[config.mk]
export PLATFORM = sky130hd
export DESIGN_NAME = traffic_intersection_ctrl
export DESIGN_NICKNAME = d
export VERILOG_FILES = /design/src/rtl/tlc_pkg.sv /design/src/rtl/traffic_intersection_ctrl_timer.sv /design/src/rtl/traffic_intersection_ctrl.sv
export SDC_FILE = /design/constraint.sdc
export NUM_CORES = 1
export LEC_CHECK = 0
export BUFFER_PORTS_ARGS = -buffer_cell sky130_fd_sc_hd__buf_2
export CAP_MARGIN = 20
export CORE_MARGIN = 8
export CORE_UTILIZATION = 31
export DETAILED_ROUTE_END_ITERATION = 10
export RECOVER_POWER = 50
export SYNTH_ARGS = -nofsm -noshare
export SYNTH_HDL_FRONTEND = slang
export SYNTH_HIERARCHICAL = 1
export SYNTH_SLANG_ARGS = --single-unit
[constraint.sdc]
create_clock -name clk -period 2.6 [get_ports clk]
set_input_delay 0.26 -clock clk [delete_from_list [all_inputs] [get_ports clk]]
set_output_delay 0.26 -clock clk [all_outputs]
set_load 0.1 [all_outputs]
[src/rtl/tlc_pkg.sv]
// Shared types and helpers for the N-phase intersection controller.
// State encoding is visible on the o_state port, so keep the values stable.
package tlc_pkg;

    typedef enum logic [2:0] {
        ALLRED = 3'd0,
        GREEN  = 3'd1,
        YELLOW = 3'd2,
        FLASH  = 3'd3
    } tlc_state_e;

    // Lamp-select helper: is lamp position p owned by phase idx.
    function automatic logic lamp_sel(input int idx, input int p);
        return (idx == p);
    endfunction

    // A dwell of d cycles is loaded as d-1, so d must be in 1..2**tw.
    function automatic bit dwell_ok(input int d, input int tw);
        return (d >= 1) && (longint'(d) <= (longint'(1) << tw));
    endfunction

    // Legal parameter combination for the controller.
    function automatic bit tlc_params_ok(input int np, input int tw, input int g,
                                         input int y, input int ar, input int pd,
                                         input int fl);
        return (np >= 2) && (np <= 8) && (tw >= 1) && (tw <= 31) &&
               dwell_ok(g, tw) && dwell_ok(y, tw) && dwell_ok(ar, tw) &&
               dwell_ok(pd, tw) && dwell_ok(fl, tw);
    endfunction

endpackage

[src/rtl/traffic_intersection_ctrl_timer.sv]
// tlc_dwell_timer: loadable down-counter with zero flag.
// The count parks at zero; the owner reloads it on every state entry.
module tlc_dwell_timer #(
    parameter int                TIMER_W = 8,
    parameter logic [TIMER_W-1:0] RST_VAL = '0
) (
    input  logic               clk,
    input  logic               rst,
    input  logic               i_en,
    input  logic               i_load,
    input  logic [TIMER_W-1:0] i_load_val,
    output logic               o_zero
);

    logic [TIMER_W-1:0] r_cnt;

    // Load wins over count-down; the count holds while disabled.
    always_ff @(posedge clk or posedge rst) begin
        if (rst)
            r_cnt <= RST_VAL;
        else if (i_load)
            r_cnt <= i_load_val;
        else if (i_en && (r_cnt != '0))
            r_cnt <= r_cnt - 1'b1;
    end

    assign o_zero = (r_cnt == '0);

endmodule

[src/rtl/traffic_intersection_ctrl.sv]
// traffic_intersection_ctrl: rotates right-of-way over NUM_PHASES approaches
// (ALLRED -> GREEN -> YELLOW per phase) with latched pedestrian walk requests.
// Optional night flash mode is compiled in with TLC_NIGHT_FLASH_EN.
module traffic_intersection_ctrl
    import tlc_pkg::*;
#(
    parameter int NUM_PHASES = 4,
    parameter int TIMER_W    = 8,
    parameter int GREEN_CYC  = 6,
    parameter int YELLOW_CYC = 2,
    parameter int ALLRED_CYC = 1,
    parameter int PED_CYC    = 10,
    parameter int FLASH_CYC  = 4
) (
    input  logic                          clk,
    input  logic                          rst,
    input  logic                          i_enable,
    input  logic [NUM_PHASES-1:0]         i_ped_req,
`ifdef TLC_NIGHT_FLASH_EN
    input  logic                          i_night_mode,
`endif
    output logic [NUM_PHASES-1:0]         o_red,
    output logic [NUM_PHASES-1:0]         o_yellow,
    output logic [NUM_PHASES-1:0]         o_green,
    output logic [NUM_PHASES-1:0]         o_ped_walk,
    output logic [$clog2(NUM_PHASES)-1:0] o_phase_idx,
    output logic [2:0]                    o_state
);

    localparam int PH_W    = $clog2(NUM_PHASES);
    localparam int WALK_CYC = (PED_CYC > GREEN_CYC) ? PED_CYC : GREEN_CYC;
    localparam logic [TIMER_W-1:0] LD_GREEN  = TIMER_W'(GREEN_CYC - 1);
    localparam logic [TIMER_W-1:0] LD_WALK   = TIMER_W'(WALK_CYC - 1);
    localparam logic [TIMER_W-1:0] LD_YELLOW = TIMER_W'(YELLOW_CYC - 1);
    localparam logic [TIMER_W-1:0] LD_ALLRED = TIMER_W'(ALLRED_CYC - 1);
`ifdef TLC_NIGHT_FLASH_EN
    localparam logic [TIMER_W-1:0] LD_FLASH  = TIMER_W'(FLASH_CYC - 1);
`endif

    if (!tlc_params_ok(NUM_PHASES, TIMER_W, GREEN_CYC, YELLOW_CYC, ALLRED_CYC,
                       PED_CYC, FLASH_CYC)) begin : g_bad_params
        $error("traffic_intersection_ctrl: parameter out of range");
    end

    tlc_state_e              r_state;
    logic [PH_W-1:0]         r_phase;
    logic [NUM_PHASES-1:0]   r_pend;
    logic [NUM_PHASES-1:0]   r_red, r_yellow, r_green, r_walk;

    logic                    w_tmr_zero;
    logic                    w_step;
    logic                    w_load;
    logic [TIMER_W-1:0]      w_load_val;
    logic [NUM_PHASES-1:0]   w_ph_mask;
    logic [NUM_PHASES-1:0]   w_pend_set;
    logic                    w_walk;

    for (genvar p = 0; p < NUM_PHASES; p++) begin : g_mask
        assign w_ph_mask[p] = lamp_sel(int'(r_phase), p);
    end

    // Requests arriving on the GREEN entry edge count for that green.
    assign w_pend_set = r_pend | i_ped_req;
    assign w_walk     = |(w_pend_set & w_ph_mask);
    assign w_step     = i_enable & w_tmr_zero;

    // Timer reload value for whichever state is entered on this edge.
    always_comb begin
        w_load     = 1'b0;
        w_load_val = LD_ALLRED;
        case (r_state)
            ALLRED: begin
                w_load = w_step;
`ifdef TLC_NIGHT_FLASH_EN
                if (i_night_mode)
                    w_load_val = LD_FLASH;
                else
`endif
                w_load_val = w_walk ? LD_WALK : LD_GREEN;
            end
            GREEN: begin
                w_load     = w_step;
                w_load_val = LD_YELLOW;
            end
            YELLOW: begin
                w_load     = w_step;
                w_load_val = LD_ALLRED;
            end
`ifdef TLC_NIGHT_FLASH_EN
            FLASH: begin
                w_load     = w_step;
                w_load_val = i_night_mode ? LD_FLASH : LD_ALLRED;
            end
`endif
            default: begin
                w_load     = 1'b1;
                w_load_val = LD_ALLRED;
            end
        endcase
    end

    tlc_dwell_timer #(
        .TIMER_W (TIMER_W),
        .RST_VAL (LD_ALLRED)
    ) u_timer (
        .clk        (clk),
        .rst        (rst),
        .i_en       (i_enable),
        .i_load     (w_load),
        .i_load_val (w_load_val),
        .o_zero     (w_tmr_zero)
    );

    // FSM, phase rotation, pending requests and registered lamp outputs.
    always_ff @(posedge clk or posedge rst) begin
        if (rst) begin
            r_state  <= ALLRED;
            r_phase  <= '0;
            r_pend   <= '0;
            r_red    <= '1;
            r_yellow <= '0;
            r_green  <= '0;
            r_walk   <= '0;
        end else begin
            r_pend <= w_pend_set;
            case (r_state)
                ALLRED: if (w_step) begin
`ifdef TLC_NIGHT_FLASH_EN
                    if (i_night_mode) begin
                        r_state  <= FLASH;
                        r_red    <= '0;
                        r_yellow <= '1;
                    end else
`endif
                    begin
                        r_state <= GREEN;
                        r_red   <= ~w_ph_mask;
                        r_green <= w_ph_mask;
                        r_walk  <= w_walk ? w_ph_mask : '0;
                        r_pend  <= w_pend_set & ~w_ph_mask;
                    end
                end
                GREEN: if (w_step) begin
                    r_state  <= YELLOW;
                    r_green  <= '0;
                    r_yellow <= w_ph_mask;
                    r_walk   <= '0;
                end
                YELLOW: if (w_step) begin
                    r_state  <= ALLRED;
                    r_phase  <= (r_phase == PH_W'(NUM_PHASES - 1)) ? '0 : r_phase + 1'b1;
                    r_yellow <= '0;
                    r_red    <= '1;
                end
`ifdef TLC_NIGHT_FLASH_EN
                FLASH: if (w_step) begin
                    if (!i_night_mode) begin
                        r_state  <= ALLRED;
                        r_phase  <= '0;
                        r_yellow <= '0;
                        r_red    <= '1;
                    end else begin
                        r_yellow <= ~r_yellow;
                    end
                end
`endif
                default: begin
                    r_state  <= ALLRED;
                    r_phase  <= '0;
                    r_red    <= '1;
                    r_yellow <= '0;
                    r_green  <= '0;
                    r_walk   <= '0;
                end
            endcase
        end
    end

    assign o_red       = r_red;
    assign o_yellow    = r_yellow;
    assign o_green     = r_green;
    assign o_ped_walk  = r_walk;
    assign o_phase_idx = r_phase;
    assign o_state     = r_state;

endmodule

# ---- After elaboration in Yosys (flattened, before gate mapping)
# Index checks and enable logic that the tools add are counted.
dict set report totals {
  register_bits 33
  out_inout_bits 21
  elab_cells 66
}
dict set report op_classes {
  n_eq_ne 9
  reduce_logical 14
  n_bitwise 9
  add_sub_neg 2
  mux 24
}
# cell n
set op_table {}
lappend op_table {{4-bit case mux with 3 select lines} 4}
lappend op_table {{4-bit 2-to-1 mux} 9}
lappend op_table {{8-bit 2-to-1 mux} 2}
lappend op_table {{3-bit AND reduction} 4}
lappend op_table {{3-bit 2-to-1 mux} 3}
lappend op_table {{3-bit case mux with 3 select lines} 1}
lappend op_table {{4-bit AND} 2}
lappend op_table {{8-bit zero test} 1}
lappend op_table {{4-bit case mux with 2 select lines} 1}
lappend op_table {{8-bit nonzero test} 1}
lappend op_table {{8-bit by 1-bit subtractor with 8-bit output (second input constant)} 1}
lappend op_table {{2-bit == test (second input constant)} 3}
lappend op_table {{2-bit != test (second input constant)} 3}
lappend op_table {{2-bit 2-to-1 mux} 2}
lappend op_table {{1-bit NOT} 4}
lappend op_table {{4-bit NOT} 1}
lappend op_table {{4-bit OR} 1}
lappend op_table {{2-bit case mux with 2 select lines} 1}
lappend op_table {{4-bit OR reduction} 1}
lappend op_table {{3-bit by 1-bit == test with 1-bit output (second input constant)} 1}
lappend op_table {{3-bit by 2-bit == test with 1-bit output (second input constant)} 1}
lappend op_table {{3-bit zero test} 1}
lappend op_table {{3-bit OR reduction} 1}
lappend op_table {{2-bit by 1-bit adder with 2-bit output (second input constant)} 1}
lappend op_table {{8 further kinds} 8}

# ---- Depth between registers and ports, before layout
dict set report logic_depth {
  word_depth 6
  depth_mapped 9
  ltp_nobuf 9
}

# ---- Modules after synthesis
# The synthesis kept the hierarchy.
# mod area_per_inst_um2 cells_per_inst seq_area_each_um2 n_inst
set by_module_without_submodules {}
lappend by_module_without_submodules {traffic_intersection_ctrl 1076.0 87 605.6 1}
lappend by_module_without_submodules {tlc_dwell_timer 495.5 53 200.2 1}

# ---- Worst setup path after synthesis
# OpenSTA, ideal clock, no wires.
dict set report synth_timing {
  path_kind {reg-to-reg}
  startpoint {reg r_phase[0], in the netlist o_phase_idx[0]}
  endpoint {reg u_timer.r_cnt[3]}
  path_buffers 0
  setup_time_ps 130
  required_ps 2470
  arrival_ps 2152
  path_slack_ps 318
  path_stages_with_launch 8
  cell_sequence {dfrtp_1 inv_1 ha_1 o21ai_0 nand4_1 and3_1 a22oi_1 o41ai_1}
}
dict set report synth_via {
  elab_chain_cells 6
}
# element line_no
set synth_lines {}
lappend synth_lines {{start, declared} traffic_intersection_ctrl.sv:46} ;# logic [PH_W-1:0] r_phase;
lappend synth_lines {{start signal, assigned} traffic_intersection_ctrl.sv:151} ;# r_phase <= (r_phase == PH_W'(NUM_PHASES - 1)) ? '0 : r_phase + 1'b1;
lappend synth_lines {{2-bit == test (tied with other cells)} tlc_pkg.sv:14} ;# return (idx == p);
lappend synth_lines {{4-bit AND (*)} traffic_intersection_ctrl.sv:64} ;# assign w_walk = |(w_pend_set & w_ph_mask);
lappend synth_lines {{4-bit OR reduction (*)} traffic_intersection_ctrl.sv:64}
lappend synth_lines {{4-bit 2-to-1 mux (*)} traffic_intersection_ctrl.sv:79} ;# w_load_val = w_walk ? LD_WALK : LD_GREEN;
lappend synth_lines {{4-bit case mux with 2 select lines (*)} traffic_intersection_ctrl.sv:71} ;# case (r_state)
lappend synth_lines {{named net w_load_val[3]} traffic_intersection_ctrl.sv:53} ;# logic [TIMER_W-1:0] w_load_val;
lappend synth_lines {{8-bit 2-to-1 mux (*)} traffic_intersection_ctrl_timer.sv:21} ;# else if (i_load)
lappend synth_lines {{end signal, assigned} traffic_intersection_ctrl_timer.sv:22} ;# r_cnt <= i_load_val;
lappend synth_lines {{end signal, assigned} traffic_intersection_ctrl_timer.sv:24} ;# r_cnt <= r_cnt - 1'b1;
lappend synth_lines {{end, declared} traffic_intersection_ctrl_timer.sv:15} ;# logic [TIMER_W-1:0] r_cnt;
# The timed path passes the listed nets; every way through them passes the cells marked *.
# A chain may end at the register's enable or synchronous reset.

# ---- Final worst setup path
dict set report layout_timing {
  startpoint {reg u_timer.r_cnt[0]}
  endpoint {reg u_timer.r_cnt[3]}
}
dict set report layout_via {
  elab_chain_cells 4
}
# element line_no
set layout_lines {}
lappend layout_lines {{8-bit zero test (*)} traffic_intersection_ctrl_timer.sv:27} ;# assign o_zero = (r_cnt == '0);
lappend layout_lines {{named net w_tmr_zero} traffic_intersection_ctrl.sv:50} ;# logic w_tmr_zero;
lappend layout_lines {{1-bit AND (*)} traffic_intersection_ctrl.sv:65} ;# assign w_step = i_enable & w_tmr_zero;
lappend layout_lines {{1-bit 2-to-1 mux (*)} traffic_intersection_ctrl.sv:71}
lappend layout_lines {{named net w_load} traffic_intersection_ctrl.sv:52} ;# logic w_load;
lappend layout_lines {{8-bit 2-to-1 mux or 2-bit nonzero test (tied branches)} n/a}
# The timed path passes the listed nets; every way through them passes the cells marked *. The select of a mux whose other input is x is not followed.

==> out/results.ini <==
[run_status]
status = completed

[drt]
wl_per_cell_um = 13.9
antenna_left = 0
drtIter0Drc = 50
vias = 1171
dr.pass1.iters = 4
drc = 0
wl_um = 3470
vias_per_cell = 4.70

[synthesis]
synth_top_area_share_pct = 44.6
synth-seq-area-share_pct = 51.3
yosys-top-cells-area = dfrtp_1, dfstp_2, a22o_1
synth_top_cell_by_area = dfrtp_1
yosysWarnings = 6
synth_seq_cells = 32
syn-instance-count = 140
ys_types = 45
syn_area_per_cell_um2 = 11.2
syn-cell-area_mm2 = 0.00157

[worst_setup_path]
cp-end-kind = register
arrival_ps = 2390
slowest_delay_ps = 490
critPathBufInv = 1
critPathKind = reg -> reg
cp_max_fo = 10
slowest_stage = or4b_4
start_kind = register
r2r_slack_ps = 370
critPathTopFamily = simple AND/OR/NAND/NOR gates
cp_cell_sequence = inv_1, ha_1, or4b_4, nor2_1, nand2_2, nand2_1, nor2b_1, a22oi_1, o41ai_1
required_ps = 2760

[final_layout]
final_nets = 191
drive_gt1_share_pct = 20.7
area_growth_pct = 20.5
antenna_cells = 0

[die]
coreArea_mm2 = 0.00501
io_pins = 28
dieArea_mm2 = 0.00760
fp-row-count = 26
die_w_um = 87.2
die_y_um = 87.2
start_util_pct = 31.4

[sta]
finalHoldViolCount = 0
setup_viol = 0
period_share_pct = 85.6
fmax_ghz = 0.449
fin_crit_ps = 2230
fin_tns_setup_ps = 0
slew_viol_final = 0
setup_slack_ps = 374
worstMarginPinSlew_ps = 1190
rsz0062_at_grt = no
finClkSkew_ps = 3.59
slew-limit-headroom_pct = 21.3

[place]
globalplace.congestion = 0.815
dp_hpwl_um = 2590
preCtsSetupSlack_ps = 374
port-buffer-count = 26

[global_route]
grt_max_degree = 25
grt_usage_pct = 10.3
met3_usage_pct = 2.92
grt_overflow = 0
grt_pass1_wl_um = 6060
antenna_found_initial = 0
grt_pass1_vias = 1224
gr-usage-met1_pct = 12.8
top_usage_layer = met2
grtUsageMet2_pct = 16.4

[clock_network]
clkLatencyLatePin_ps = 280
cts_resized = 0
clock-sinks = 32
clk_pin_slew_ps = 70
cts_tree = yes
numCtsBuffers = 5
ctsLongestPathBuffers = 2
cts-root-buf = clkbuf_8
htree_levels = 2

[power]
powerDensity_mw_per_mm2 = 910
ir_worst_vdd_mv = 0.444
leakage_nw = 0.794

[flow_run]
drv_cap = 0

[worst_hold_path]
hold_path_class = in -> reg

-- cells in the final DEF (no fill, tap or decap), types with 2 or more instances in the layout --
cell type | synthesis | routed
dfrtp_1 | 28 | 28
clkbuf_1 | 1 | 16
nand2_1 | 11 | 11
a22o_1 | 10 | 10
buf_2 | 0 | 10
o21ai_0 | 9 | 9
nor2_1 | 8 | 8
inv_1 | 6 | 6
ha_1 | 6 | 6
conb_1 | 1 | 6
a21oi_1 | 5 | 5
clkbuf_8 | 0 | 5
a32o_1 | 4 | 4
o21ai_1 | 4 | 4
a2bb2oi_1 | 4 | 4
dfstp_2 | 4 | 4
buf_4 | 1 | 4
nor3_1 | 3 | 3
xnor2_1 | 3 | 3
nand4_1 | 2 | 2
xor2_1 | 2 | 2
-- per-stage QoR --
step                      hold slack, ps  power (mW)  cell area (um2)  util (%)  std cells
after global routing                 252        1.84             1890      37.8        249
after detailed placement             248        1.26             1790      35.8        240
after CTS                            236        1.75             1910      38.2        249
final                                243        1.72             1890      37.8        249
after global placement               242        1.26             1790      35.8        240
after floorplan                     75.7        1.17             1590         -        145
-- routing by layer --
layer / up-vias / share of wire, %
li1: 577 / -
met1: 557 / 47
met2: 32 / 45
met3: 5 / 6.1
met4: 0 / 1.2
met5: - / 0
-- tightest hold or removal path, delay by kind of cell --
family                 cells  cell delay, ps
AND/OR/NAND/NOR            1              40
buffers and inverters      1              90
AO/OA/AOI/OAI              1              90
-- worst paths after layout --
path | start | endpoint | cells past startpoint
min in group asynchronous | rst | u_timer/r_cnt[2] | 3
min | i_ped_req[0] | r_pend[0] | 3
min reg2reg | o_ped_walk[2] | o_ped_walk[2] | 1
max | u_timer/r_cnt[0] | u_timer/r_cnt[3] | 9
max in group asynchronous | rst | o_state[0] | 3
max reg2reg | u_timer/r_cnt[0] | u_timer/r_cnt[3] | 9
-- report_power, final --
group	total, mW	internal, mW	switching (mW)
clock network	0.476	0.283	0.193
registers	0.701	0.598	0.103
logic	0.547	0.159	0.387
total	1.72	1.04	0.683
-- cell type report --
cell class	instances	area [um2]
Tap cell	70	87.6
Clock buffer	5	68.8
Fill cell	540	3120
Clock inverter	3	42.5
Inverter	8	32.5
Multi-Input combinational cell	100	707
Sequential cell	32	806
Timing Repair Buffer	31	150
-- cells in the mapped netlist --
master / number
a211oi_1: 1
a21boi_4: 1
a21oi_1: 5
a22o_1: 10
a22oi_1: 1
a2bb2oi_1: 4
a32o_1: 4
and2_1: 1
and3_1: 1
buf_4: 1
buf_6: 3
clkbuf_1: 1
conb_1: 1
dfrtp_1: 28
dfstp_2: 4
ha_1: 6
inv_1: 6
inv_2: 1
inv_4: 1
maj3_2: 1
mux2_1: 1
nand2_1: 11
nand2_2: 1
nand2b_1: 1
nand3_1: 1
nand4_1: 2
nor2_1: 8
nor2b_1: 1
nor3_1: 3
nor3_2: 1
nor3_4: 1
nor3b_1: 1
nor4_2: 1
nor4b_1: 1
o21ai_0: 9
o21ai_1: 4
o21ai_2: 1
o21bai_1: 1
o31a_1: 1
o31ai_1: 1
o41ai_1: 1
or3_4: 1
or4b_4: 1
xnor2_1: 3
xor2_1: 2
-- sequential cells by signal, summed over array words and instances (netlist names) --
| signal | flops |
|---|---|
| r_pend | 4 |
| o_state | 2 |
| o_red | 4 |
| o_green | 4 |
| o_phase_idx | 2 |
| o_yellow | 4 |
| o_ped_walk | 4 |
| u_timer/r_cnt | 8 |
-- what timing repair did --
item | 4_1_cts | 5_1_grt
hold endpoints to repair | 8 | 0
buffers inserted | 0 | 0
hold buffers | 1 | 0
-- logic make-up after synthesis --
family | Yosys count | synth area share [%]
AOI/OAI and AO/OA | 44 | 20.9
xor gates and xnor gates | 5 | 2.79
adders and majority gates | 7 | 5.49
buffers and inverters | 13 | 4.94
DFF | 32 | 51.3
muxes | 1 | 0.717
other | 1 | 0.239
and+or+nand+nor | 37 | 13.7
(Power assumes the default switching activity.)
